$ cat config.mk
export PLATFORM = sky130hd
export DESIGN_NAME = ntoe_game_ctrl
export DESIGN_NICKNAME = d
export VERILOG_FILES = /design/src/rtl/ntoe_pkg.sv /design/src/rtl/ntoe_win_detect.sv /design/src/rtl/ntoe_game_ctrl.sv
export SDC_FILE = /design/constraint.sdc
export NUM_CORES = 1
export LEC_CHECK = 0
export ABC_AREA = 1
export CORE_ASPECT_RATIO = 2
export CORE_MARGIN = 4
export CORE_UTILIZATION = 63
export DETAILED_ROUTE_END_ITERATION = 16
export PLACE_DENSITY = 0.83
export SYNTH_ARGS = -nofsm -noshare
export SYNTH_HDL_FRONTEND = slang
export SYNTH_SLANG_ARGS = --single-unit
$ cat constraint.sdc
create_clock -name clk -period 6.42 [get_ports clk]
set_input_delay 1.284 -clock clk [delete_from_list [all_inputs] [get_ports clk]]
set_output_delay 1.284 -clock clk [all_outputs]
set_load 0.01 [all_outputs]
$ cat src/rtl/ntoe_pkg.sv
// Shared types for the N-in-a-row game controller: cell codes, winner codes, FSM states.
package ntoe_pkg;

    typedef enum logic [1:0] {
        EMPTY = 2'b00,
        P1    = 2'b01,
        P2    = 2'b10
    } cell_t;

    typedef enum logic [1:0] {
        NONE   = 2'b00,
        WIN_P1 = 2'b01,
        WIN_P2 = 2'b10,
        DRAW   = 2'b11
    } winner_t;

    typedef enum logic [1:0] {
        PLAY  = 2'b00,
        CHECK = 2'b01,
        DONE  = 2'b10
    } state_t;

    // Mark written by the player whose turn it is (turn 0 -> P1, turn 1 -> P2).
    function automatic logic [1:0] mark_of(input logic turn);
        return turn ? P2 : P1;
    endfunction

endpackage

$ cat src/rtl/ntoe_win_detect.sv
// Combinational line/full detector over an N x N board for a given mover code.
module ntoe_win_detect
    import ntoe_pkg::*;
#(
    parameter int N = 3
) (
    input  logic [2*N*N-1:0] board_i,
    input  logic [1:0]       mover_i,
    output logic             line_hit_o,
    output logic             full_o
);

    // Scan every row, column and both main diagonals for a complete line, and all cells for EMPTY.
    always_comb begin
        logic row_ok, col_ok, d0_ok, d1_ok;
        line_hit_o = 1'b0;
        full_o     = 1'b1;
        row_ok     = 1'b0;
        col_ok     = 1'b0;
        d0_ok      = 1'b1;
        d1_ok      = 1'b1;
        for (int i = 0; i < N*N; i++) begin
            if (board_i[2*i +: 2] == EMPTY) full_o = 1'b0;
        end
        for (int r = 0; r < N; r++) begin
            row_ok = 1'b1;
            col_ok = 1'b1;
            for (int c = 0; c < N; c++) begin
                if (board_i[2*(r*N+c) +: 2] != mover_i) row_ok = 1'b0;
                if (board_i[2*(c*N+r) +: 2] != mover_i) col_ok = 1'b0;
            end
            if (row_ok || col_ok) line_hit_o = 1'b1;
            if (board_i[2*(r*N+r) +: 2] != mover_i)         d0_ok = 1'b0;
            if (board_i[2*(r*N+(N-1-r)) +: 2] != mover_i)   d1_ok = 1'b0;
        end
        if (d0_ok || d1_ok) line_hit_o = 1'b1;
    end

endmodule

$ cat src/rtl/ntoe_game_ctrl.sv
// N x N N-in-a-row game controller: input edge detect, cursor search, move timer and PLAY/CHECK/DONE FSM.
module ntoe_game_ctrl
    import ntoe_pkg::*;
#(
    parameter int N       = 3,
    parameter int TIMEOUT = 0,
    parameter int TW      = 32
) (
    input  logic                     clk,
    input  logic                     rst,
    input  logic                     sel,
    input  logic                     next,
    output logic [2*N*N-1:0]         board,
    output logic [$clog2(N*N)-1:0]   cursor,
    output logic                     turn,
    output logic [1:0]               winner,
    output logic                     game_over
);

    localparam int NN = N*N;
    localparam int CW = $clog2(NN);

    state_t           state_q, state_d;
    logic [2*NN-1:0]  board_q, board_d;
    logic [CW-1:0]    cursor_q, cursor_d;
    logic             turn_q, turn_d;
    logic [1:0]       winner_q, winner_d;
    logic [TW-1:0]    timer_q, timer_d;
    logic             sel_q, next_q;

    logic             sel_rise, next_rise;
    logic             cur_empty, tmo_hit;
    logic [CW-1:0]    low_idx, next_idx, auto_idx;
    logic [1:0]       mark;
    logic             line_hit, full;

    assign sel_rise  = sel & ~sel_q;
    assign next_rise = next & ~next_q;
    assign mark      = mark_of(turn_q);
    assign cur_empty = (board_q[2*int'(cursor_q) +: 2] == EMPTY);
    assign tmo_hit   = (TIMEOUT > 0) && (timer_q == TW'(TIMEOUT - 1));
    assign auto_idx  = cur_empty ? cursor_q : low_idx;

    ntoe_win_detect #(.N(N)) u_win (
        .board_i    (board_q),
        .mover_i    (mark),
        .line_hit_o (line_hit),
        .full_o     (full)
    );

    // Lowest empty index (0 if the board is full; that case never reaches PLAY).
    always_comb begin
        low_idx = '0;
        for (int i = NN-1; i >= 0; i--) begin
            if (board_q[2*i +: 2] == EMPTY) low_idx = CW'(i);
        end
    end

    // First empty index strictly above the cursor, wrapping modulo N*N; stays put if none.
    always_comb begin
        logic found;
        int   idx;
        next_idx = cursor_q;
        found    = 1'b0;
        idx      = 0;
        for (int k = 1; k < NN; k++) begin
            idx = (int'(cursor_q) + k) % NN;
            if (!found && board_q[2*idx +: 2] == EMPTY) begin
                next_idx = CW'(idx);
                found    = 1'b1;
            end
        end
    end

    // Next-state logic: placement/timeout/cursor in PLAY, evaluation in CHECK, restart in DONE.
    always_comb begin
        state_d  = state_q;
        board_d  = board_q;
        cursor_d = cursor_q;
        turn_d   = turn_q;
        winner_d = winner_q;
        timer_d  = timer_q;
        case (state_q)
            PLAY: begin
                if (sel_rise && cur_empty) begin
                    board_d[2*int'(cursor_q) +: 2] = mark;
                    timer_d = '0;
                    state_d = CHECK;
                end else if (tmo_hit) begin
                    // A stalled player gets a mark at the cursor, or the lowest free cell.
                    board_d[2*int'(auto_idx) +: 2] = mark;
                    timer_d = '0;
                    state_d = CHECK;
                end else begin
                    if (TIMEOUT > 0) timer_d = timer_q + 1'b1;
                    if (next_rise && !sel_rise) cursor_d = next_idx;
                end
            end
            CHECK: begin
                // Win is tested before full so a board-filling winning move is a win.
                if (line_hit) begin
                    winner_d = turn_q ? WIN_P2 : WIN_P1;
                    state_d  = DONE;
                end else if (full) begin
                    winner_d = DRAW;
                    state_d  = DONE;
                end else begin
                    turn_d   = ~turn_q;
                    cursor_d = low_idx;
                    timer_d  = '0;
                    state_d  = PLAY;
                end
            end
            DONE: begin
                if (next_rise) begin
                    board_d  = '0;
                    winner_d = NONE;
                    turn_d   = 1'b0;
                    cursor_d = '0;
                    timer_d  = '0;
                    state_d  = PLAY;
                end
            end
            default: state_d = PLAY;
        endcase
    end

    // State and edge-detect registers with asynchronous reset.
    always_ff @(posedge clk or posedge rst) begin
        if (rst) begin
            state_q  <= PLAY;
            board_q  <= '0;
            cursor_q <= '0;
            turn_q   <= 1'b0;
            winner_q <= NONE;
            timer_q  <= '0;
            sel_q    <= 1'b0;
            next_q   <= 1'b0;
        end else begin
            state_q  <= state_d;
            board_q  <= board_d;
            cursor_q <= cursor_d;
            turn_q   <= turn_d;
            winner_q <= winner_d;
            timer_q  <= timer_d;
            sel_q    <= sel;
            next_q   <= next;
        end
    end

    assign board     = board_q;
    assign cursor    = cursor_q;
    assign turn      = turn_q;
    assign winner    = winner_q;
    assign game_over = (state_q == DONE);

endmodule

# After elaboration in Yosys (flattened, before gate mapping)
# Cells that the tools add are included.
op_classes:
  n_addsub: 9
  n_div: 8
  n_eq_ne: 19
  shifts: 11
  mux: 81
  n_bitwise: 5
  reduce_logical: 48
op_table:
  columns: ["op", "count"]
  rows:
  - ["remainder unit 32 x 5 -> 32 bit (second input constant)", 8]
  - ["indexed part select 18 x 32 -> 2 bit", 8]
  - ["2-to-1 mux 4 bit", 22]
  - ["2-to-1 mux 1 bit", 44]
  - ["zero test 2 bit", 19]
  - ["2-to-1 mux 18 bit", 2]
  - ["one-hot mux 18 bit (2 select lines)", 1]
  - ["negation 5 -> 33 bit", 1]
  - ["variable shift 2 x 33 -> 18 bit (first input constant)", 1]
  - ["indexed part select 2 x 33 -> 18 bit", 1]
  - ["adder 4 x 3 -> 5 bit (second input constant)", 4]
  - ["bitwise mux 18 bit", 1]
  - ["!= test 2 bit", 9]
  - ["indexed part select 18 x 6 -> 2 bit", 1]
  - ["2-to-1 mux 2 bit", 7]
  - ["one-hot mux 4 bit (3 select lines)", 1]
  - ["adder 4 x 2 -> 5 bit (second input constant)", 2]
  - ["!= test 2 bit (second input constant)", 5]
  - ["logical AND 1 bit", 9]
  - ["!= test 9 bit (second input constant)", 1]
  - ["zero test 1 bit", 8]
  - ["AND reduction 7 bit", 1]
  - ["one-hot mux 2 bit (3 select lines)", 1]
  - ["AND reduction 3 bit", 2]
  - ["15 further kinds", 22]
totals:
  regBits: 29
  out_inout_bits: 26
  wordCells: 188

# Longest topological paths before layout
depth:
  depth_word: 29
  ltp_mapped: 39
  mapped_depth_nobuf: 37

# Modules after synthesis
# A second synthesis with hierarchy kept.
hier_totals:
  cells_unflattened: 1135
  area_unflattened_um2: 6403.6
by_module_without_submodules:
  columns: ["module", "instances", "cells_per_inst", "area_per_inst_um2", "seq_area_each_um2"]
  rows:
  - ["ntoe_game_ctrl", 1, 1028, 5924.4, 725.7]
  - ["ntoe_win_detect", 1, 107, 479.2, 0.0]

# Worst setup path before layout
# No wires, ideal clock.
synth_timing:
  path_type: "flip-flop to flip-flop"
  start: "reg cursor_q[0] (netlist: cursor[0])"
  end: "reg cursor_q[0] (netlist: cursor[0])"
  arrival_ns: 5.146
  t_required_ns: 6.299
  slack_ns: 1.153
  stages_incl_launch_ff: 34
  path_buffers: 4
  period_less_slack_ns: 5.267
  cell_sequence: "dfrtp_1 buf_4 inv_1 buf_1 clkbuf_1 ha_1 clkbuf_1 inv_2 ha_1 inv_1 nand3_1 nand2_2 nand2_2 xor2_1 ha_1 nand3_1 nand2_1 nand3_4 nand2_2 nand2_2 nor2_1 nand3_1 a21oi_2 nand2_1 nor2_4 nand3_2 nor2_4 nand4_1 nand2_1 nand2_1 nand2_1 inv_1 nor2_1 a21oi_1"
synth_between:
  elab_chain_len: 29
synth_lines:
  columns: ["element", "line_no", "text"]
  rows:
  - ["from (decl)", "ntoe_game_ctrl.sv:25", "logic [CW-1:0] cursor_q, cursor_d;"]
  - ["from (signal assigned)", "ntoe_game_ctrl.sv:142", "cursor_q <= cursor_d;"]
  - ["adder 4 x 1 -> 5 bit", "ntoe_game_ctrl.sv:67", "idx = (int'(cursor_q) + k) % NN;"]
  - ["remainder unit 32 x 5 -> 32 bit", "ntoe_game_ctrl.sv:67", null]
  - ["indexed part select 18 x 32 -> 2 bit", "ntoe_game_ctrl.sv:68", "if (!found && board_q[2*idx +: 2] == EMPTY) begin"]
  - ["zero test 2 bit", "ntoe_game_ctrl.sv:68", null]
  - ["2-to-1 mux 1 bit", "ntoe_game_ctrl.sv:68", null]
  - ["zero test 1 bit", "ntoe_game_ctrl.sv:68", null]
  - ["logical AND 1 bit", "ntoe_game_ctrl.sv:68", null]
  - ["2-to-1 mux 1 bit", "ntoe_game_ctrl.sv:68", null]
  - ["[13 not listed]", null, null]
  - ["logical AND 1 bit", "ntoe_game_ctrl.sv:68", null]
  - ["2-to-1 mux 1 bit", "ntoe_game_ctrl.sv:68", null]
  - ["zero test 1 bit", "ntoe_game_ctrl.sv:68", null]
  - ["logical AND 1 bit", "ntoe_game_ctrl.sv:68", null]
  - ["2-to-1 mux 4 bit", "ntoe_game_ctrl.sv:68", null]
  - ["2-to-1 mux 4 bit", "ntoe_game_ctrl.sv:96", "if (next_rise && !sel_rise) cursor_d = next_idx;"]
  - ["2-to-1 mux 4 bit", "ntoe_game_ctrl.sv:85", "if (sel_rise && cur_empty) begin"]
  - ["one-hot mux 4 bit (3 select lines)", "ntoe_game_ctrl.sv:83", "case (state_q)"]
# Several ways; a longest one is shown, not always the timed one. The select of a mux whose other input is x is not followed.
# A chain may end at the register's enable or synchronous reset.

# Worst setup path in the final report
layout_timing:
  start: "reg cursor_q[2] (netlist: cursor[2])"
  end: "reg cursor_q[2] (netlist: cursor[2])"
# The elaborated chain is that of the path after synthesis.

==> results.sh <==
export IMPL_globalRouteMet3Util_pct=5.32
export IMPL_die_area_um2=11700
export IMPL_htree_levels=2
export IMPL_yosys_most_used_dff="dfrtp_1"
export IMPL_cts_root_buf="clkbuf_16"
export IMPL_synth_async_reset_ratio_pct=100
export IMPL_worst_pin_slew_ps=1160
export IMPL_finalCriticalPeriod_ps=5190
export IMPL_crit_path_max_fanout=13
export IMPL_rsz0062_at_grt="false"
export IMPL_ys_warn_count=0
export IMPL_arrival_ps=5360
export IMPL_cap_violations=0
export IMPL_grt_ovfl_total=0
export IMPL_crit_top_cell="nand2_1"
export IMPL_skew_ps=3.24
export IMPL_status="finished, final reports clean"
export IMPL_grt_total_usage_pct=37.3
export IMPL_drt_initial_drc_count=471
export IMPL_fin_setup_tns_ps=0
export IMPL_gp_congestion=1.08
export IMPL_yosys_register_bits=29
export IMPL_cp_required_ps=6590
export IMPL_dieHeight_um=149
export IMPL_min_path_type="register to register"
export IMPL_cp_start_kind="register"
export IMPL_synth_edff_count=0
export IMPL_cts_buffers=5
export IMPL_finalCritPeriodShare_pct=80.9
export IMPL_cts_tree="done"
export IMPL_syn_instance_count=1070
export IMPL_postRouteAntennaNets=0
export IMPL_finalHoldViolCount=0
export IMPL_antenna_found_initial=0
export IMPL_yosysUniqueCellTypes=54
export IMPL_num_rows=51
export IMPL_drc=0
export IMPL_layout_nets=1158
export IMPL_fmax_mhz=193
export IMPL_antennaDiodeCount=0
export IMPL_io_pins=30
export IMPL_slew_violations=0
export IMPL_drive_gt1_share_pct=9.55
export IMPL_drt_total_wl_um=21300
export IMPL_avgViaCountPerCell=6.03
export IMPL_vias=7426
export IMPL_grt_pass1_wl_um=34100
export IMPL_top_usage_layer="met2"
export IMPL_syn_cell_area_um2=6240
export IMPL_setup_viol=0
export IMPL_grt_pass1_vias=7352
export IMPL_max_stage_delay_ps=790
export IMPL_met2_usage_pct=69.1
export IMPL_dp_hpwl_um=16500
export IMPL_dieWidth_um=78.4
export IMPL_io_buffers=29
export IMPL_seq_area_frac_synth_pct=11.6
export IMPL_firstDrtPassIters=6
export IMPL_syn2layout_area_growth_pct=9.83
export IMPL_postCtsSetupRepairBufs=0
export IMPL_clk_latency_ps=280
export IMPL_cts_buffer_depth=2
export IMPL_drt_wirelength_per_cell_um=17.3
export IMPL_holdBufCountCts=0
export IMPL_critical_path_slowest_cell="dfrtp_1"
export IMPL_crit_type="register to register"
export IMPL_end_kind="register"
export IMPL_cts_resized=0
export IMPL_use_met1_pct=33.7
export IMPL_coreArea_um2=9700
export IMPL_grt_max_degree=38
export IMPL_path_clk_slew_ps=50
export IMPL_initial_core_util_pct=64.3
export IMPL_worst_slew_margin_rel_pct=22.9
export IMPL_synth_nets=1129
export IMPL_cts_sink_count=29
export IMPL_syn_avg_cell_area_um2=5.83
metal layers:
| layer | vias to the layer above | part of all wire [%] |
|---|---|---|
| li1 | 3575 | - |
| met1 | 3340 | 33 |
| met2 | 361 | 51 |
| met3 | 150 | 5.6 |
| met4 | 0 | 9.9 |
| met5 | - | 0 |
synth_stat cells (7+ instances only):
cell / count / area share, %
nand2_1: 309 / 19
inv_1: 139 / 8.4
nand3_1: 124 / 9.9
nor2_1: 77 / 4.6
ha_1: 55 / 11
o21ai_0: 48 / 3.9
a21oi_1: 34 / 2.7
nand4_1: 31 / 3.1
dfrtp_1: 29 / 12
nand2_2: 27 / 2.7
xor2_1: 25 / 3.5
inv_2: 20 / 1.2
o21ai_1: 18 / 1.4
nor3_1: 15 / 1.2
o211ai_1: 12 / 1.4
nand3_2: 10 / 1.6
xnor2_1: 10 / 1.4
clkbuf_1: 9 / 0.54
nor2_4: 7 / 1.3
nor4_1: 7 / 0.70
final timing paths:
| check | endpoint | slack [ps] | cells past startpoint | startpoint |
|---|---|---|---|---|
| setup / recovery | cursor[2]$_DFFE_PP0P_ | 1230 | 30 | cursor[2]$_DFFE_PP0P_ |
| hold / removal | winner[1]$_DFFE_PP0P_ | 480 | 2 | winner[1]$_DFFE_PP0P_ |
| setup reg to reg | cursor[2]$_DFFE_PP0P_ | 1230 | 30 | cursor[2]$_DFFE_PP0P_ |
| hold reg to reg | winner[1]$_DFFE_PP0P_ | 480 | 2 | winner[1]$_DFFE_PP0P_ |
| max in group asynchronous | board[7]$_DFFE_PP0P_ | 4120 | 2 | rst |
| min in group asynchronous | cursor[0]$_DFFE_PP0P_ | 1600 | 2 | rst |
layout make-up:
type,instances,area (um^2)
clock buffer,5,125
fill,916,2850
timing repair buffer,37,350
multi-input combinational,863,4820
tap,132,165
sequential,29,726
clock inverter,3,46.3
inverter,163,614
through the flow:
| step | util, % | setup WS (ps) | cells | area, um^2 | hold WS (ps) |
|---|---|---|---|---|---|
| floorplan | - | 1150 | 1070 | 6240 | 501 |
| global placement | 68.9 | 1440 | 1224 | 6680 | 472 |
| detailed placement | 68.9 | 1360 | 1224 | 6680 | 466 |
| CTS | 70.6 | 1340 | 1232 | 6850 | 483 |
| global route | 70.6 | 738 | 1232 | 6850 | 519 |
| finish | 70.6 | 1230 | 1232 | 6850 | 478 |
logic make-up after synthesis:
group,after synthesis,synth area share [%]
simple gates,627,46.9
xor+xnor,38,5.88
compound gates,143,13.5
flops,29,11.6
buf+inv,178,11.0
fa+ha+maj,55,11.0
registers in the layout (all words and copies together), names as in the netlist:
signal,cells
sel_q,1
cursor,4
turn,1
board,18
next_q,1
winner,2
state_q,2
worst max-delay path: cells and delay by family (launching register included):
kind / cells / cell delay, ps
buffers and inverters: 5 / 740
DFF: 1 / 790
adders and majority gates: 2 / 700
xor gates and xnor gates: 1 / 260
and+or+nand+nor: 21 / 2520
AOI/OAI and AO/OA: 1 / 50
cells in the final DEF (no fill, tap or decap), drive strengths merged:
cell type / netlist / layout
nand2: 338 / 338
o211ai: 12 / 12
ha: 55 / 55
o41ai: 4 / 4
clkinv: 3 / 4
o2111ai: 1 / 1
dfrtp: 29 / 29
nand3b: 5 / 5
nor3b: 2 / 2
a211oi: 1 / 1
clkbuf: 9 / 5
nor4: 7 / 7
a31o: 1 / 1
clkinvlp: 0 / 1
a21oi: 37 / 37
bufinv: 0 / 1
nand3: 136 / 136
a41oi: 1 / 1
a221oi: 1 / 1
inv: 160 / 160
a31oi: 4 / 4
or2: 2 / 2
xnor2: 10 / 10
o22ai: 4 / 4
nand4: 33 / 33
buf: 6 / 8
o31ai: 6 / 6
a21o: 1 / 1
clkdlybuf4s50: 0 / 29
nor3: 16 / 16
o21a: 1 / 1
xor2: 28 / 28
o21ai: 69 / 69
nor2: 88 / 88
Power is left out: the tool's default activity adds up to more than one toggle a clock period on the data nets, which glitch-free logic cannot reach.
